<file path="config.mk">
export PLATFORM = sky130hd
export DESIGN_NAME = hazard_unit_mc
export DESIGN_NICKNAME = d
export VERILOG_FILES = /design/src/rtl/hazard_unit_mc.sv
export SDC_FILE = /design/constraint.sdc
export NUM_CORES = 1
export LEC_CHECK = 0
export BUFFER_PORTS_ARGS = -buffer_cell sky130_fd_sc_hd__buf_2
export CAP_MARGIN = 20
export CORE_MARGIN = 2
export CORE_UTILIZATION = 44
export CTS_CLUSTER_DIAMETER = 50
export CTS_CLUSTER_SIZE = 20
export DETAILED_ROUTE_END_ITERATION = 7
export PLACE_DENSITY = 0.74
export SLEW_MARGIN = 0
export SYNTH_ARGS = -nofsm -noshare
export SYNTH_HDL_FRONTEND = slang
export SYNTH_SLANG_ARGS = --single-unit
</file>
<file path="constraint.sdc">
create_clock -name clk -period 4 [get_ports clk]
set_clock_uncertainty 0.2 [all_clocks]
set_input_delay 0.2 -clock clk [delete_from_list [all_inputs] [get_ports clk]]
set_output_delay 0.2 -clock clk [all_outputs]
set_load 0.005 [all_outputs]
</file>
<file path="src/rtl/hazard_unit_mc.sv">
// hazard_unit_mc: hazard detection and forwarding for a 5-stage MIPS-style
// pipeline, extended with a multi-cycle multiply/divide busy tracker, a sticky
// protocol-error flag and a saturating stall-cycle performance counter.
// Stall, flush and forward outputs are purely combinational; only the md
// counter, the error flag and the stall counter hold state.
// There is no valid/ready handshake on this block: every input is a level
// qualified by the current pipeline contents and is sampled every cycle.
module hazard_unit_mc #(
    parameter int RF_ADDR_WIDTH = 5,
    parameter int MD_LATENCY    = 4,
    parameter int PERF_WIDTH    = 16
) (
    input  logic                     clk,
    input  logic                     rst,
    input  logic [RF_ADDR_WIDTH-1:0] RsD,
    input  logic [RF_ADDR_WIDTH-1:0] RtD,
    input  logic [RF_ADDR_WIDTH-1:0] RsE,
    input  logic [RF_ADDR_WIDTH-1:0] RtE,
    input  logic [RF_ADDR_WIDTH-1:0] WriteRegE,
    input  logic [RF_ADDR_WIDTH-1:0] WriteRegM,
    input  logic [RF_ADDR_WIDTH-1:0] WriteRegW,
    input  logic                     RegWriteE,
    input  logic                     RegWriteM,
    input  logic                     RegWriteW,
    input  logic                     MemtoRegE,
    input  logic                     MemtoRegM,
    input  logic                     BranchD,
    input  logic                     JrD,
    input  logic                     MdStartD,
    input  logic                     MdUseD,
    input  logic                     MdStartE,
    output logic                     StallF,
    output logic                     StallD,
    output logic                     FlushE,
    output logic                     ForwardAD,
    output logic                     ForwardBD,
    output logic [1:0]               ForwardAE,
    output logic [1:0]               ForwardBE,
    output logic                     MdBusy,
    output logic                     MdErr,
    output logic [PERF_WIDTH-1:0]    StallCount
);

    localparam logic [3:0] MD_LOAD = 4'(MD_LATENCY);

    // Forward-select encodings for the Execute-stage ALU operand muxes.
    localparam logic [1:0] FWD_RF  = 2'd0;
    localparam logic [1:0] FWD_WB  = 2'd1;
    localparam logic [1:0] FWD_MEM = 2'd2;

    logic [3:0]            md_cnt;
    logic                  md_err;
    logic [PERF_WIDTH-1:0] stall_count;

    // Register-match terms. Register 0 is hardwired to zero, so a match on
    // it is never a real dependency and is masked everywhere.
    logic rs_d_e, rt_d_e, rs_d_m, rt_d_m;
    logic rs_d_lw, rt_d_lw;
    logic lwstall, branchstall, jrstall, mdstall, stall;

    assign rs_d_e  = (RsD != '0) && (RsD == WriteRegE);
    assign rt_d_e  = (RtD != '0) && (RtD == WriteRegE);
    assign rs_d_m  = (RsD != '0) && (RsD == WriteRegM);
    assign rt_d_m  = (RtD != '0) && (RtD == WriteRegM);
    assign rs_d_lw = (RtE != '0) && (RsD == RtE);
    assign rt_d_lw = (RtE != '0) && (RtD == RtE);

    assign MdBusy = (md_cnt != 4'd0);

    // Stall sources: load-use, branch/jr operands not yet available in time
    // for the Decode comparator, and mult/div result or unit not ready.
    always_comb begin
        lwstall     = MemtoRegE && (rs_d_lw || rt_d_lw);
        branchstall = BranchD && ((RegWriteE && (rs_d_e || rt_d_e)) ||
                                  (MemtoRegM && (rs_d_m || rt_d_m)));
        jrstall     = JrD && ((RegWriteE && rs_d_e) || (MemtoRegM && rs_d_m));
        mdstall     = (MdStartD || MdUseD) && (MdBusy || MdStartE);
        stall       = lwstall || branchstall || jrstall || mdstall;
    end

    assign StallF = stall;
    assign StallD = stall;
    assign FlushE = stall;

    // Decode comparator forwarding from ALUOutM, one per source field.
    assign ForwardAD = RegWriteM && rs_d_m;
    assign ForwardBD = RegWriteM && rt_d_m;

    // Execute operand forwarding; the Memory stage holds the younger value
    // so it wins over Writeback when both match.
    always_comb begin
        ForwardAE = FWD_RF;
        ForwardBE = FWD_RF;
        if (RegWriteM && (RsE != '0) && (RsE == WriteRegM))
            ForwardAE = FWD_MEM;
        else if (RegWriteW && (RsE != '0) && (RsE == WriteRegW))
            ForwardAE = FWD_WB;
        if (RegWriteM && (RtE != '0) && (RtE == WriteRegM))
            ForwardBE = FWD_MEM;
        else if (RegWriteW && (RtE != '0) && (RtE == WriteRegW))
            ForwardBE = FWD_WB;
    end

    // Mult/div busy counter: load on an accepted start, otherwise count
    // down; a start while busy is dropped and only raises the error flag.
    always_ff @(posedge clk) begin
        if (rst) begin
            md_cnt <= 4'd0;
            md_err <= 1'b0;
        end else begin
            if (MdStartE && (md_cnt == 4'd0))
                md_cnt <= MD_LOAD;
            else if (md_cnt != 4'd0)
                md_cnt <= md_cnt - 4'd1;
            if (MdStartE && (md_cnt != 4'd0))
                md_err <= 1'b1;
        end
    end

    // Stalled-cycle counter, saturating at all-ones.
    always_ff @(posedge clk) begin
        if (rst)
            stall_count <= '0;
        else if (stall && (stall_count != '1))
            stall_count <= stall_count + PERF_WIDTH'(1);
    end

    assign MdErr      = md_err;
    assign StallCount = stall_count;

endmodule

</file>
==> metrics.txt, run 1 <==
DRT iter0 DRCs=64; Routed WL per cell=13.5 um; Area after DPL=0.00220 mm2; count of final setup violators=0; Min-Delay Path Depth=3; initial antenna violation count=0; Cells after Synth=226; r2r worst-path depth=10; CTS tree=built; Reg clk slew, reported paths=0.07 ns; Reg area=420 um2; Cell variety after synth=43; XOR/XNOR Fraction of Synth Area=26.2%; post-synthesis sequential area ratio=22.6%; syn nets=276; root buf cell=clkbuf_8; Power per Cell Area=332 mW/mm2; layout cell share with drive strength beyond 1=29.9%; Int Pwr=0.469 mW; row count=23; largest family of logic cells by synthesized area=simple AND/OR/NAND/NOR gates; Comb pwr share=45.0%; required time of the critical path=3.60 ns; post-synthesis mux area share=4.17%; total CTS buffers=3; metal3 WL=270 um; routed wire length on met2=2020 um; max-cap violations=0; cell area after synthesis=0.00186 mm2; largest net degree at the start of global routing=29; First-pass DRT Iterations=4; Mapped Avg Cell Area=8.24 um2; die width=69.1 um; status=complete, no violations; chip height=69.1 um; vias in the first global route=1669; reported net switching power=0.275 mW; Pleak=0.915 nW; Max VDD drop=290 uV; core area=0.00403 mm2; most frequent cell after synthesis=xnor2_1; Setup crit start kind=register; Crit. End Element=output port; area leader, netlist=dfxtp_1; setup TNS=0 ns; Antenna Nets Post-Route=0; top cells by count, synth=xnor2_1 (46), nor2_1 (23), dfxtp_1 (21); Switching Share=37.0%; clk_lat worst skew=0.26 ns; Via density=5.32; number of antenna diodes=0; Hold Vio Cnt, Final=0; highest routed layer=met4; global-route wire length before repair=7630 um; PortBufs=73; most area-consuming cells after synthesis=dfxtp_1 (23%), xnor2_1 (22%), nor2_1 (4.6%); Initial Util=46.2%; Post-CTS Setup Bufs=0; FILL cells=408; Worst Setup Path Type=reg2out; Max Slew Vio Count=0; Worst-Margin Slew=0.533 ns; RSZ-0062 raised after global routing=no; ys async rst share=0%; CTS resizes=0; fraction of the mapped netlist area in adder cells=2.02%; Max Clk Rate=362 MHz; post-synthesis compound-gate area fraction=9.74%; Die ar.=0.00477 mm2; multi-input logic area=0.00132 mm2; Remaining DRCs=0; part of the power in the clock network=18.9%; slew margin rel.=64.4%; M1 WL=2230 um; GR Overflow Total=0; share of Yosys cell area claimed by the top area cell type=22.6%; hpwl dp=3710 um; area share of and/or/nand/nor cells after synthesis=28.8%; RD Place Congestion=0.857; Tot GR Track Use=19.1%; warnings from Yosys=0; cts hold-fix bufs=0; H-tree depth=1; vias=1799; drt total wl=4570 um; clk sink count=21; Layout area overhead=20.4%; Period Utilization, post-route=69.1%; Main synth FF type=dfxtp_1; Top Ports=74; Seq pwr share=36.1%; min Tclk post-route=2.76 ns; #FFs+latches synth=21; type of the tightest min-delay check=in2reg; fin nets=339; Max Root-Sink Buffers=2; EDFF count, synth=0; Design Area, Final=0.00224 mm2; Worst EP arrival=2.36 ns; CP Max Fanout=6
-- metal layers --
layer,global-route usage (%),vias up
met4,6.32,0
met1,26.5,823
met2,30.0,58
li1,-,913
met5,0,-
met3,3.07,5
-- through the flow --
step | utilization [%] | instances | hold WS (ns) | setup slack [ns] | power [mW]
after floorplan | - | 226 | 0.139 | 1.45 | 0.517
after global placement | 54.5 | 334 | 0.279 | 1.38 | 0.603
after detailed placement | 54.5 | 334 | 0.264 | 1.29 | 0.610
after CTS | 55.6 | 338 | 0.00364 | 1.21 | 0.751
after global routing | 55.6 | 338 | 0.0328 | 0.982 | 0.807
final | 55.6 | 338 | 0.00385 | 1.24 | 0.744
-- power groups by stage --
| stage | Combinational [mW] | Clock, mW | Sequential [mW] |
|---|---|---|---|
| 6_report | 0.335 | 0.141 | 0.268 |
| 5_1_grt | 0.380 | 0.152 | 0.275 |
| 4_1_cts | 0.339 | 0.144 | 0.269 |
| 3_5_place_dp | 0.337 | 0 | 0.273 |
| 3_3_place_gp | 0.330 | 0 | 0.273 |
| 2_1_floorplan | 0.247 | 0 | 0.270 |
-- registers in the layout, summed over array words and instances (netlist names) --
signal / flops
StallCount: 16
md_cnt: 4
MdErr: 1
-- path summary, 6_finish.rpt --
kind                  start            end  slack [ns]
setup / recovery  md_cnt[0]         StallF        1.24
hold / removal     MdStartE          MdErr       0.004
setup reg to reg  md_cnt[0]  StallCount[9]        1.29
hold reg to reg       MdErr          MdErr        0.28
-- kinds of logic after synthesis --
group,after synthesis
AND/OR/NAND/NOR,93
XOR/XNOR,54
AO/OA/AOI/OAI,26
buffers and inverters,22
flip-flops,21
multiplexers,7
adder cells (fa/ha/maj),3
-- critical path: stages, from the launching register on --
cell and delay (ns):
dfxtp_1 0.33, inv_1 0.08, ha_1 0.16, nor3b_2 0.25, inv_1 0.12, nor2_1 0.23, o32ai_2 0.13, nor4_4 0.39
nand2_1 0.20, buf_2 0.19
-- layout by cell type (no fill, tap or decap), types with 5 or more instances in the layout --
cell,n
dfxtp_1,21
nand4_1,10
xnor2_1,46
nor2_1,23
nor2b_1,7
a21oi_1,8
nand3_1,12
nand2_1,9
mux2_1,6
nor3_1,9
or4_1,5
xor2_1,6
buf_2,73
inv_1,7
-- cell type report --
cell class,instances,area share [%]
Inverter,7,1.17
Multi-Input combinational cell,183,59.0
Sequential cell,21,18.8
Timing Repair Buffer,73,16.3
Tap cell,50,2.79
Clock buffer,4,2.01
No activity file was read; power rests on OpenSTA's default activity.
==> run 2: changes to the inputs <==
- clock period: 4 -> 2.9 ns (I/O delays scaled with it)
==> run 2 against run 1 <==
Against the previous run:
- critical path depth increased by 1
- core utilization increased by 0.43 points
- final cell count increased by 0.59%
- routed wire length decreased by 0.28%
- global-route usage decreased by 0.17 points
==> metrics.txt, run 2 (same netlist as run 1, synthesis figures left out) <==
Max Root-Sink Buffers=2; CTS resizes=0; Setup crit start kind=register; clk_lat worst skew=0.26 ns; slew margin rel.=63.5%; final worst slack=0.214 ns; Design Area, Final=0.00226 mm2; max-cap violations=0; root buf cell=clkbuf_8; Pleak=0.925 nW; GR Overflow Total=0; DP Worst Slack=0.188 ns; type of the tightest min-delay check=in2reg; Largest register FFs=16; Power per Cell Area=452 mW/mm2; DRT iter0 DRCs=51; largest net degree at the start of global routing=29; RSZ-0062 raised after global routing=no; Hold Vio Cnt, Final=0; total CTS buffers=3; CP Max Fanout=5; number of antenna diodes=0; Max Slew Vio Count=0; most common cell after layout, fill and taps aside=buf_2; RD Place Congestion=0.842; grt met1 use=25.6%; hold_ws=0.124 ns; multi-input logic area=0.00132 mm2; Worst EP arrival=2.64 ns; met2 usage in global routing=31.7%; vias in the first global route=1710; die width=69.1 um; Remaining DRCs=0; Layout area overhead=21.3%; CTS tree=built; Top Ports=74; setup TNS=0 ns; Reg clk slew, reported paths=0.08 ns; min Tclk post-route=2.69 ns; required time of the critical path=2.85 ns; First-pass DRT Iterations=5; fin nets=341; chip height=69.1 um; Area after DPL=0.00220 mm2; clk sink count=21; met3 usage=3.80%; Antenna Nets Post-Route=0; Crit. End Element=register; PortBufs=73; Period Utilization, post-route=92.6%; FILL cells=388; global-route wire length before repair=7700 um; status=complete, no violations; Max VDD drop=365 uV; Tot GR Track Use=18.9%; Worst Setup Path Type=reg2reg; GRT Max-Usage Layer=met2; row count=23; count of final setup violators=0; initial antenna violation count=0; Die ar.=0.00477 mm2; hpwl dp=3640 um; layout cell share with drive strength beyond 1=30.0%; Initial Util=46.2%; vias=1783; Worst-Margin Slew=0.547 ns; most frequent cells in the layout=buf_2 (73), xnor2_1 (46), nor2_1 (23), dfxtp_1 (21), nand3_1 (12); Routed WL per cell=13.4 um; drt total wl=4560 um; Max Clk Rate=372 MHz; core area=0.00403 mm2; Via density=5.24; H-tree depth=1; Reg area=420 um2
[run 2: cell count changes in the layout (fill, tap and decap cells not counted), sizes merged]
cell / change
buf: +1
dlygate4sd3: +1
[run 2: what timing repair did]
item,in CTS,in global routing
hold buffers,1,0
endpoints found under the hold margin,1,0
endpoints found under the setup margin,0,8
buffers inserted,0,0
[run 2: final timing paths]
check,end,from,cells after the start,slack (ns)
worst min register to register,MdErr,MdErr,2,0.30
worst min-delay path,md_cnt[3],rst,2,0.12
worst max-delay path,StallCount[15],md_cnt[0],10,0.21
worst max register to register,StallCount[15],md_cnt[0],10,0.21
[run 2: cell type report]
| type | count | share of cell area (%) |
|---|---|---|
| clock buffer | 4 | 1.99 |
| inverter | 7 | 1.16 |
| multi-input combinational | 183 | 58.5 |
| sequential | 21 | 18.6 |
| tap | 50 | 2.77 |
| timing repair buffer | 75 | 17.0 |
[run 2: power breakdown]
part / internal [mW] / switching, mW / total [mW]
Combinational: 0.214 / 0.246 / 0.460
Clock: 0.0978 / 0.0935 / 0.191
Sequential: 0.332 / 0.0379 / 0.370
[run 2: worst max-delay path: stages (launching register included)]
cell,delay [ns]
dfxtp_1,0.36
inv_1,0.07
ha_1,0.20
nor3b_2,0.17
inv_1,0.11
nor2_1,0.08
o32ai_2,0.18
nor4_4,0.10
a211o_1,0.35
or4_1,0.44
mux2_1,0.32
[run 2: per-layer routing]
layer | vias up | wire [um]
met1 | 806 | 2160
li1 | 912 | -
met3 | 4 | 288
met5 | - | 0
met4 | 0 | 23
met2 | 61 | 2090
[run 2: through the flow]
stage | util (%) | power, mW | cells
after floorplan | - | 0.713 | 226
final | 56.1 | 1.02 | 340
after global routing | 56.1 | 1.12 | 340
after CTS | 56.1 | 1.03 | 340
after global placement | 54.7 | 0.833 | 335
after detailed placement | 54.7 | 0.842 | 335
